File: config.mk
export PLATFORM = sky130hd
export DESIGN_NAME = input_port_rc
export DESIGN_NICKNAME = d
export VERILOG_FILES = /design/src/rtl/input_port_rc.sv
export SDC_FILE = /design/constraint.sdc
export NUM_CORES = 1
export LEC_CHECK = 0
export ABC_CLOCK_PERIOD_IN_PS = 3100
export CAP_MARGIN = 0
export CORE_ASPECT_RATIO = 1.5
export CORE_MARGIN = 2
export CORE_UTILIZATION = 55
export CTS_BUF_LIST = sky130_fd_sc_hd__clkbuf_8
export DETAILED_ROUTE_END_ITERATION = 16
export PLACE_DENSITY = 0.81
export SETUP_SLACK_MARGIN = 0.4
export SLEW_MARGIN = 20
export SYNTH_ARGS = -nofsm -noshare
export SYNTH_HDL_FRONTEND = slang
export SYNTH_SLANG_ARGS = --single-unit
File: constraint.sdc
create_clock -name clk -period 3.1 [get_ports clk]
set_input_delay 0.62 -clock clk [delete_from_list [all_inputs] [get_ports clk]]
set_output_delay 0.62 -clock clk [all_outputs]
set_load 0.01 [all_outputs]
File: src/rtl/input_port_rc.sv
// Router input port: flit FIFO, XY route computation and wormhole request hold.
// Non-head flits arriving outside a packet are discarded and counted.
module input_port_rc #(
  parameter int unsigned FLIT_W = 16,
  parameter int unsigned DEPTH  = 4,
  parameter int unsigned CUR_X  = 1,
  parameter int unsigned CUR_Y  = 1
) (
  input  logic              clk,
  input  logic              rst,
  input  logic [FLIT_W-1:0] in_flit,
  input  logic              in_valid,
  output logic              in_ready,
  output logic [FLIT_W-1:0] out_flit,
  output logic              out_valid,
  input  logic              out_ready,
  output logic [4:0]        req,
  input  logic [4:0]        gnt,
  output logic [7:0]        drop_cnt
);

  localparam int unsigned PtrW = (DEPTH > 1) ? $clog2(DEPTH) : 1;
  localparam int unsigned CntW = PtrW + 1;
  localparam logic [CntW-1:0] Full = CntW'(DEPTH);
  localparam logic [1:0] CurX = CUR_X[1:0];
  localparam logic [1:0] CurY = CUR_Y[1:0];

  localparam logic [2:0] PortLocal = 3'd0;
  localparam logic [2:0] PortNorth = 3'd1;
  localparam logic [2:0] PortEast  = 3'd2;
  localparam logic [2:0] PortSouth = 3'd3;
  localparam logic [2:0] PortWest  = 3'd4;

  typedef enum logic [1:0] {StIdle, StRoute, StActive} state_e;

  state_e            r_state, w_state_d;
  logic [FLIT_W-1:0] r_mem [DEPTH];
  logic [PtrW-1:0]   r_wr_ptr, r_rd_ptr;
  logic [CntW-1:0]   r_count;
  logic [2:0]        r_port, w_port_d;
  logic [4:0]        r_req, w_req_d;
  logic [7:0]        r_drop_cnt;

  logic              w_empty, w_push, w_pop, w_fwd_pop, w_drop;
  logic              w_is_head, w_is_tail, w_gnt_hit;
  logic [1:0]        w_dst_x, w_dst_y;
  logic [4:0]        w_port_oh;

  function automatic logic [4:0] port_onehot(input logic [2:0] p);
    logic [4:0] oh;
    oh = 5'b00000;
    case (p)
      PortLocal: oh = 5'b00001;
      PortNorth: oh = 5'b00010;
      PortEast:  oh = 5'b00100;
      PortSouth: oh = 5'b01000;
      PortWest:  oh = 5'b10000;
      default:   oh = 5'b00000;
    endcase
    return oh;
  endfunction

  assign w_empty   = (r_count == '0);
  assign in_ready  = (r_count != Full);
  assign w_push    = in_valid && in_ready;
  assign out_flit  = r_mem[r_rd_ptr];
  assign out_valid = (r_state == StActive) && !w_empty;

  // Type bit 0 marks head/single, bit 1 marks tail/single.
  assign w_is_head = out_flit[FLIT_W-2];
  assign w_is_tail = out_flit[FLIT_W-1];
  assign w_dst_x   = out_flit[3:2];
  assign w_dst_y   = out_flit[1:0];

  assign w_port_oh = port_onehot(r_port);
  assign w_gnt_hit = |(gnt & w_port_oh);
  assign w_fwd_pop = out_valid && w_gnt_hit && out_ready;
  assign w_drop    = (r_state == StIdle) && !w_empty && !w_is_head;
  assign w_pop     = w_fwd_pop || w_drop;

  always_comb begin
    w_state_d = r_state;
    w_port_d  = r_port;
    case (r_state)
      StIdle: begin
        if (!w_empty && w_is_head) w_state_d = StRoute;
      end
      StRoute: begin
        if (w_dst_x > CurX)      w_port_d = PortEast;
        else if (w_dst_x < CurX) w_port_d = PortWest;
        else if (w_dst_y > CurY) w_port_d = PortNorth;
        else if (w_dst_y < CurY) w_port_d = PortSouth;
        else                     w_port_d = PortLocal;
        w_state_d = StActive;
      end
      StActive: begin
        // The request is held across empty gaps until the tail leaves.
        if (w_fwd_pop && w_is_tail) w_state_d = StIdle;
      end
      default: w_state_d = StIdle;
    endcase
    w_req_d = (w_state_d == StActive) ? port_onehot(w_port_d) : 5'b00000;
  end

  always_ff @(posedge clk) begin
    if (rst) begin
      r_state    <= StIdle;
      r_wr_ptr   <= '0;
      r_rd_ptr   <= '0;
      r_count    <= '0;
      r_port     <= PortLocal;
      r_req      <= 5'b00000;
      r_drop_cnt <= 8'd0;
    end else begin
      r_state <= w_state_d;
      r_port  <= w_port_d;
      r_req   <= w_req_d;
      if (w_push) r_wr_ptr <= r_wr_ptr + PtrW'(1);
      if (w_pop)  r_rd_ptr <= r_rd_ptr + PtrW'(1);
      case ({w_push, w_pop})
        2'b10:   r_count <= r_count + CntW'(1);
        2'b01:   r_count <= r_count - CntW'(1);
        default: r_count <= r_count;
      endcase
      if (w_drop && (r_drop_cnt != 8'hFF)) r_drop_cnt <= r_drop_cnt + 8'd1;
    end
  end

  always_ff @(posedge clk) begin
    if (w_push) r_mem[r_wr_ptr] <= in_flit;
  end

  assign req      = r_req;
  assign drop_cnt = r_drop_cnt;

endmodule

==> results of run 1 <==
==> synthesized netlist by cell type, types with 2 or more instances <==
cell type  count  area (um^2)
edfxtp_1      64         1920
dfxtp_1       27          541
nor2_1        24         90.1
mux4_2        13          293
nor3_1        11         55.1
nand2_1        9         33.8
inv_1          8         30.0
a21oi_1        7         35.0
xnor2_1        7         61.3
ha_1           6         75.1
and3_1         5         31.3
clkbuf_1       5         18.8
nand3_1        5         25.0
o21ai_0        5         25.0
mux4_1         4          105
nand2b_1       4         25.0
mux2i_1        3         30.0
nor4_1         3         18.8
and2_1         2         12.5
buf_6          2         22.5
nor2b_1        2         12.5
xor2_1         2         17.5
==> what timing repair did <==
item                       CTS  global route
cloned                       0             0
gates resized for setup     16             2
setup endpoints to repair   16             2
buffers inserted             2             0
pin swaps                    2             2
==> flip-flops by register name, summed over array words and instances, names as in the netlist, named ones only <==
register  count
req           5
r_mem        64
r_port        3
r_state       2
r_rd_ptr      2
drop_cnt      8
r_wr_ptr      2
r_count       3
==> stage by stage <==
stage               hold slack (ns)  cell area, um^2
finish                        0.513             4530
global route                  0.537             4530
CTS                           0.511             4530
detailed placement            0.497             4300
global placement              0.485             4300
floorplan                     0.469             3640
==> where the power goes <==
| part | internal, W | total [W] | switching [W] |
|---|---|---|---|
| Combinational | 0.000533 | 0.00101 | 0.000477 |
| Sequential | 0.00146 | 0.00153 | 0.0000749 |
| Clock | 0.000296 | 0.000701 | 0.000405 |
| Total | 0.00229 | 0.00324 | 0.000956 |
==> metal layers <==
layer	GRT usage (%)	part of all wire (%)	vias to the layer above
li1	-	-	1034
met1	21.5	38	1061
met2	32.8	56	61
met3	4.18	4.6	6
met4	8.65	1.1	0
met5	0	0	-
==> logic make-up after synthesis <==
family,Yosys count,synth area share [%]
AOI/OAI and AO/OA,20,3.47
adders and majority gates,7,2.61
DFF,91,67.6
xor gates and xnor gates,9,2.16
buffers and inverters,16,2.06
and+or+nand+nor,72,10.1
muxes,21,12.1
==> worst paths after layout <==
| path | start | to | slack [ns] | cells past startpoint |
|---|---|---|---|---|
| worst max-delay path | gnt[0] | r_count[2]$_SDFFE_PP0P_ | 0.43 | 11 |
| worst min-delay path | r_wr_ptr[1]$_SDFFE_PP0P_ | r_wr_ptr[1]$_SDFFE_PP0P_ | 0.51 | 2 |
| worst max register to register | flip-flop | r_count[2]$_SDFFE_PP0P_ | 0.49 | 9 |
| worst min register to register | r_wr_ptr[1]$_SDFFE_PP0P_ | r_wr_ptr[1]$_SDFFE_PP0P_ | 0.51 | 2 |
==> worst reg2reg max path: cells and delay by family (launching register included) <==
kind	cells	cell delay (ns)
muxes	1	0.51
adders and majority gates	2	0.45
DFF	1	0.38
xor gates and xnor gates	1	0.15
AOI/OAI and AO/OA	1	0.13
and+or+nand+nor	3	0.85
buffers and inverters	1	0.04
==> area by class of cell <==
class | count | area [um^2]
Clock buffer | 9 | 124
Clock inverter | 7 | 50.0
Fill cell | 445 | 1910
Inverter | 8 | 30.0
Multi-Input combinational cell | 129 | 1130
Sequential cell | 91 | 2470
Tap cell | 76 | 95.1
Timing Repair Buffer | 65 | 641
==> results.yml, run 1 <==
floorplan:
  die_h_um: 104
  io_pins: 56
  fp-row-count: 36
  initial_utilization_pct: 56.6
  coreArea_um2: 6440
  die-area_um2: 7310
  die_x_um: 70.5
sta:
  period_share_pct: 86.1
  rsz0062_at_grt: "false"
  hold_violations: 0
  finalSetupTns_ns: 0
  fmax_ghz: 0.375
  slew_headroom_pct: 44.5
  slew_viol_final: 0
  fin_crit_ns: 2.67
  setup_slack_ns: 0.430
  worst_pin_slew_ns: 0.831
  finalSetupViolCount: 0
  finClkSkew_ns: 0.0114
critical_path:
  required_ns: 3.36
  path_cells: "clkdlybuf4s50_1 > mux2i_1 > a2111oi_2 > o21ai_2 > nand2_4 > ha_4 > inv_1 > fa_2 > xor2_1 > or3_1 > a21oi_1"
  critPathKind: "input pin to flip-flop"
  critPathCaptureType: "flip-flop"
  cp-start-kind: "input pin"
  worst-path-max-fanout: 3
  cpMaxStageDelayCell: "clkdlybuf4s50_1"
  cp_top_family: "compound AO/OA/AOI/OAI gates"
  worstPathArrival_ns: 2.93
  slowest_delay_ns: 0.45
  path_buf_inv: 2
power:
  power.density_nw_per_um2: 715
  power.leakage_nw: 1.53
  total_power_w: 0.00324
  max-vdd-ir-drop_mv: 0.473
clock_tree:
  clk_latency_ns: 0.35
  root_buffer: "clkbuf_8"
  cts_tree: "built"
  clock-sinks: 91
  clock_tree.buffer_depth: 2
  numCtsBuffers: 9
  cts_hold_buf: 0
  h-tree-depth: 3
  clkSlewWorstSetupHoldPaths_ns: 0.09
outcome:
  status: "completed"
grt:
  grt_usage_pct: 18.8
  grt-ovfl-total: 0
  grt_max_degree: 24
  grt_pass1_wl_um: 10500
  antenna_found_initial: 0
  grt_pass1_vias: 2248
drt:
  drt_wl_total_um: 6410
  vias: 2162
  drt-initial-drc-count: 88
  wl_per_cell_um: 16.6
  drcViolationCount: 0
  drtAntennaViolNets: 0
  viasPerCell: 5.62
  first_pass_iters: 4
job:
  cap_violations: 0
cells_and_area:
  mostFrequentLayoutCell: "edfxtp_1"
  diodes: 0
  areaGrowthSynthToFinish_pct: 24.4
  drive_gt1_share_pct: 16.5
  nets: 336
  postLayoutCoreUtil_pct: 70.4
  final_cell_mix: "64 x edfxtp_1, 54 x clkdlybuf4s50_1, 26 x dfxtp_1, 24 x nor2_1, 16 x mux4_2"
  finalNonFillerCells: 385
synth:
  synth_edf_count: 64
  synth.distinct_cells: 40
  syn_area_um2: 3640
  synth_nets: 268
  syn_area_per_cell_um2: 15.4
  async_flop_share_pct: 0
  synthCells: 236
  synthFlopType: "edfxtp_1"
  synth-seq-cells: 91
  synth_sequential_area_ratio_pct: 67.6
  synth-warning-count: 0
hold_path:
  hp-class: "flip-flop to flip-flop"
placement:
  place_ws_ns: -0.249
  place.gp.congestion: 0.817
  port_buffers: 55
  dp_hpwl_um: 4280
  dp.cells: 367
Power figures use the tool's default switching activity.
==> run 2, diff against run 1 <==
ABC_CLOCK_PERIOD_IN_PS = default   (was 3100)
SETUP_SLACK_MARGIN = 0.5   (was 0.4)
==> results.yml, run 2 (synthesis results as in run 1) <==
outcome:
  status: "completed"
cells_and_area:
  fin_area_um2: 4640
  top_register: "r_mem"
  finalNonFillerCells: 389
  largest_reg_flops: 64
  diodes: 0
  n_fill_cell: 419
  final_cell_mix: "64 x edfxtp_1, 44 x clkdlybuf4s50_1, 26 x dfxtp_1, 24 x nor2_1, 15 x mux4_2"
  drive_gt1_share_pct: 17.3
  mostFrequentLayoutCell: "edfxtp_1"
  nets: 340
  areaGrowthSynthToFinish_pct: 27.3
power:
  p_comb_share_pct: 30.6
  power.leakage_nw: 1.60
  power.density_nw_per_um2: 735
  p_seq_share_pct: 44.9
  p_int_w: 0.00245
  p_sw_share_pct: 28.0
  total_power_w: 0.00341
  p_switching_w: 0.000956
  max-vdd-ir-drop_mv: 0.626
  power_frac_clock_pct: 24.6
critical_path:
  cp-start-kind: "input pin"
  required_ns: 3.37
  worstPathArrival_ns: 2.86
  worst-path-max-fanout: 3
  critPathKind: "input pin to flip-flop"
  critPathCaptureType: "flip-flop"
clock_tree:
  clock_tree.buffer_depth: 2
  h-tree-depth: 3
  numCtsBuffers: 9
  root_buffer: "clkbuf_8"
  clk_latency_ns: 0.35
  cts_tree: "built"
  clkSlewWorstSetupHoldPaths_ns: 0.08
  cts_hold_buf: 0
  clock-sinks: 91
grt:
  antenna_found_initial: 0
  grt_pass1_vias: 2241
  grt_max_degree: 24
  grt_busiest_layer: "met2"
  grt-ovfl-total: 0
  use_met3_pct: 3.79
  grt_pass1_wl_um: 10100
  use_met1_pct: 19.7
  grt_use_met2_pct: 32.3
  grt_usage_pct: 18.1
floorplan:
  io_pins: 56
  die-area_um2: 7310
  die_x_um: 70.5
  coreArea_um2: 6440
  fp-row-count: 36
  die_h_um: 104
  initial_utilization_pct: 56.6
drt:
  wl_per_cell_um: 16.2
  drcViolationCount: 0
  drt_wl_total_um: 6320
  drt-initial-drc-count: 97
  viasPerCell: 5.57
  vias: 2166
  first_pass_iters: 4
  drtAntennaViolNets: 0
sta:
  period_share_pct: 83.6
  hold_violations: 0
  slew_headroom_pct: 46.2
  worst_pin_slew_ns: 0.804
  finalSetupViolCount: 0
  rsz0062_at_grt: "true"
  setup_slack_ns: 0.507
  slew_viol_final: 0
  finClkSkew_ns: 0.00720
  fmax_ghz: 0.386
  fin_crit_ns: 2.59
placement:
  dp_hpwl_um: 4140
  dpl_cell_area_um2: 4310
  place.gp.congestion: 0.814
  dp.cells: 366
  port_buffers: 55
  place_ws_ns: -0.243
hold_path:
  hp-class: "flip-flop to flip-flop"
job:
  cap_violations: 0
## run 2: cell count changes in the layout (fill, tap and decap cells not counted), moves of 2 or more
cell,before,now
buf_4,9,11
clkdlybuf4s50_1,54,44
clkinv_2,2,0
clkinvlp_4,0,2
buf_12,1,3
dlymetal6s2s_1,1,3
dlygate4sd2_1,0,8
inv_6,3,1
bufinv_16,0,2
## run 2: path summary, 6_finish.rpt
check	slack, ns	depth (start not counted)	start	endpoint
worst max-delay path	0.51	11	gnt[2]	r_count[2]$_SDFFE_PP0P_
worst min-delay path	0.52	2	r_wr_ptr[1]$_SDFFE_PP0P_	r_wr_ptr[1]$_SDFFE_PP0P_
worst max register to register	0.52	9	flip-flop	r_count[2]$_SDFFE_PP0P_
worst min register to register	0.52	2	r_wr_ptr[1]$_SDFFE_PP0P_	r_wr_ptr[1]$_SDFFE_PP0P_
## run 2: power groups by stage
stage	clock network [W]	logic [W]	registers [W]
after CTS	0.000858	0.00104	0.00153
after global routing	0.000890	0.00113	0.00155
after global placement	0	0.000952	0.00154
after floorplan	0	0.000615	0.00154
final	0.000837	0.00104	0.00153
after detailed placement	0	0.000958	0.00155
## run 2: cell type report
| type | count | area [um^2] | share of cell area, % |
|---|---|---|---|
| Clock inverter | 7 | 92.6 | 2.00 |
| Multi-Input combinational cell | 129 | 1140 | 24.6 |
| Inverter | 8 | 30.0 | 0.647 |
| Sequential cell | 91 | 2460 | 53.1 |
| Timing Repair Buffer | 69 | 691 | 14.9 |
| Clock buffer | 9 | 124 | 2.67 |
| Tap cell | 76 | 95.1 | 2.05 |
## run 2: worst max-delay path: stages
cell	delay, ns
clkdlybuf4s50_1	0.47
mux2i_1	0.11
a2111oi_4	0.34
o21ai_2	0.14
nand2_4	0.09
ha_4	0.13
inv_2	0.04
fa_2	0.33
xor2_1	0.16
or3_1	0.31
a21oi_1	0.13
## run 2: layer usage
metal	vias up	share of wire [%]
met2	61	55
met4	0	1.8
met1	1056	38
met3	11	5.0
li1	1038	-
met5	-	0
## run 2: through the flow
stage          utilization (%)  hold WS, ns  TNS [ns]
2_1_floorplan                -        0.469         0
3_3_place_gp              66.9        0.487    -0.150
3_5_place_dp              66.9        0.507    -0.243
4_1_cts                   71.5        0.521         0
5_1_grt                   72.0        0.562         0
6_report                  72.0        0.523         0
## run 2: what timing repair did
action                                  in CTS  in global routing
endpoints found under the setup margin      17                  5
setup buffers                                6                  1
gates resized for setup                     18                  6
pin swaps                                    2                  2
==> run 3, diff against run 2 <==
clock period = 2.6 ns   (was 3.1 ns; I/O delays follow)
==> results.yml, run 3 (synthesis results as in run 1) <==
placement:
  dpl_cell_area_um2: 4410
  dp_hpwl_um: 4260
  place.gp.congestion: 0.788
  port_buffers: 55
sta:
  slew_viol_final: 0
  hold_violations: 0
  finalSetupViolCount: 0
  period_share_pct: 99.2
  finClkSkew_ns: 0.0123
  fin_crit_ns: 2.58
  fmax_ghz: 0.388
  slew_headroom_pct: 45.2
  worst_pin_slew_ns: 0.818
  whs_ns: 0.541
  rsz0062_at_grt: "true"
floorplan:
  die-area_um2: 7310
  initial_utilization_pct: 56.6
  die_h_um: 104
  io_pins: 56
  coreArea_um2: 6440
  die_x_um: 70.5
  fp-row-count: 36
grt:
  grt_max_degree: 17
  antenna_found_initial: 0
  grt_pass1_vias: 2468
  grt-ovfl-total: 0
  grt_pass1_wl_um: 11700
  grt_usage_pct: 21.2
cells_and_area:
  mostFrequentLayoutCell: "edfxtp_1"
  final_cell_mix: "64 x edfxtp_1, 37 x clkdlybuf4s50_1, 29 x buf_4, 26 x dfxtp_1, 26 x buf_6"
  postLayoutCoreUtil_pct: 79.4
  areaGrowthSynthToFinish_pct: 40.4
  fin_area_um2: 5110
  nets: 372
  diodes: 0
  top_register: "r_mem"
  largest_reg_flops: 64
  drive_gt1_share_pct: 33.9
drt:
  drcViolationCount: 0
  drt_wl_total_um: 7420
  drt-initial-drc-count: 102
  viasPerCell: 5.50
  first_pass_iters: 4
  drtAntennaViolNets: 0
  wl_per_cell_um: 17.6
  vias: 2316
power:
  max-vdd-ir-drop_mv: 0.815
  power.density_nw_per_um2: 925
  p_seq_share_pct: 38.6
  power.leakage_nw: 1.83
  p_comb_share_pct: 37.5
  p_int_w: 0.00339
  power_frac_clock_pct: 23.9
  p_sw_share_pct: 28.4
  p_switching_w: 0.00134
critical_path:
  required_ns: 2.89
  critPathKind: "flip-flop to flip-flop"
  critPathCaptureType: "flip-flop"
  worst-path-max-fanout: 2
  worstPathArrival_ns: 2.87
  cp-start-kind: "flip-flop"
clock_tree:
  clk_latency_ns: 0.36
  h-tree-depth: 3
  cts_hold_buf: 0
  numCtsBuffers: 9
  clkSlewWorstSetupHoldPaths_ns: 0.08
  root_buffer: "clkbuf_8"
  clock_tree.buffer_depth: 2
  cts_tree: "built"
  clock-sinks: 91
job:
  cap_violations: 0
outcome:
  status: "completed"
hold_path:
  hp-class: "flip-flop to flip-flop"
[run 3: cell types whose count changed in the layout (fill, tap and decap cells not counted), sizes merged]
cell / before / now
buf: 14 / 62
clkdlybuf4s50: 44 / 37
dlygate4sd2: 8 / 2
clkinvlp: 3 / 0
dlymetal6s2s: 3 / 0
bufinv: 2 / 3
clkbuf: 9 / 10
inv: 10 / 11
[run 3: stage by stage]
stage / worst slack (ns) / setup TNS, ns / total power [W] / cells
after floorplan: -0.184 / -0.184 / 0.00257 / 236
after global placement: -0.522 / -0.996 / 0.00305 / 378
after detailed placement: -0.564 / -1.12 / 0.00307 / 378
after CTS: 0.0282 / 0 / 0.00450 / 414
after global routing: -0.0865 / -0.0865 / 0.00496 / 421
final: 0.0209 / 0 / 0.00473 / 421
[run 3: timing repair]
| item | 4_1_cts | 5_1_grt |
|---|---|---|
| pin swaps | 5 | 2 |
| resized for setup | 103 | 28 |
| endpoints found under the setup margin | 30 | 37 |
| setup buffers | 20 | 7 |
[run 3: critical path: stages (launching register included)]
cell	delay (ns)
edfxtp_1	0.39
mux4_2	0.48
or4_4	0.45
nand2_4	0.08
ha_4	0.12
inv_2	0.03
fa_1	0.36
xor2_1	0.16
or3_1	0.30
a21oi_1	0.14
[run 3: path summary, 6_finish.rpt]
check	start	endpoint	slack [ns]	depth (start not counted)
min reg2reg	r_wr_ptr[1]$_SDFFE_PP0P_	r_wr_ptr[1]$_SDFFE_PP0P_	0.54	2
max reg2reg	r_mem[0][14]$_DFFE_PP_	r_count[2]$_SDFFE_PP0P_	0.02	9
min	r_wr_ptr[1]$_SDFFE_PP0P_	r_wr_ptr[1]$_SDFFE_PP0P_	0.54	2
max	r_mem[0][14]$_DFFE_PP_	r_count[2]$_SDFFE_PP0P_	0.02	9
[run 3: metal layers]
metal  vias to the layer above  track usage, %  wire length (um)
li1                       1099               -                 -
met1                      1136            24.0              2810
met2                        69            35.9              4120
met3                        12            6.03               357
met4                         0            10.9               127
met5                         -               0                 0
[run 3: power by group through the flow]
| stage | Combinational, W | Clock (W) | Sequential, W |
|---|---|---|---|
| after floorplan | 0.000738 | 0 | 0.00183 |
| after global placement | 0.00122 | 0 | 0.00183 |
| after detailed placement | 0.00123 | 0 | 0.00184 |
| after CTS | 0.00154 | 0.00114 | 0.00182 |
| after global routing | 0.00191 | 0.00120 | 0.00184 |
| final | 0.00177 | 0.00113 | 0.00182 |
[run 3: cell type report]
type,count,area [um^2]
tap,76,95.1
fill,367,1330
sequential,91,2460
inverter,8,30.0
clock inverter,6,104
multi-input combinational,129,1260
timing repair buffer,101,1020
clock buffer,10,138
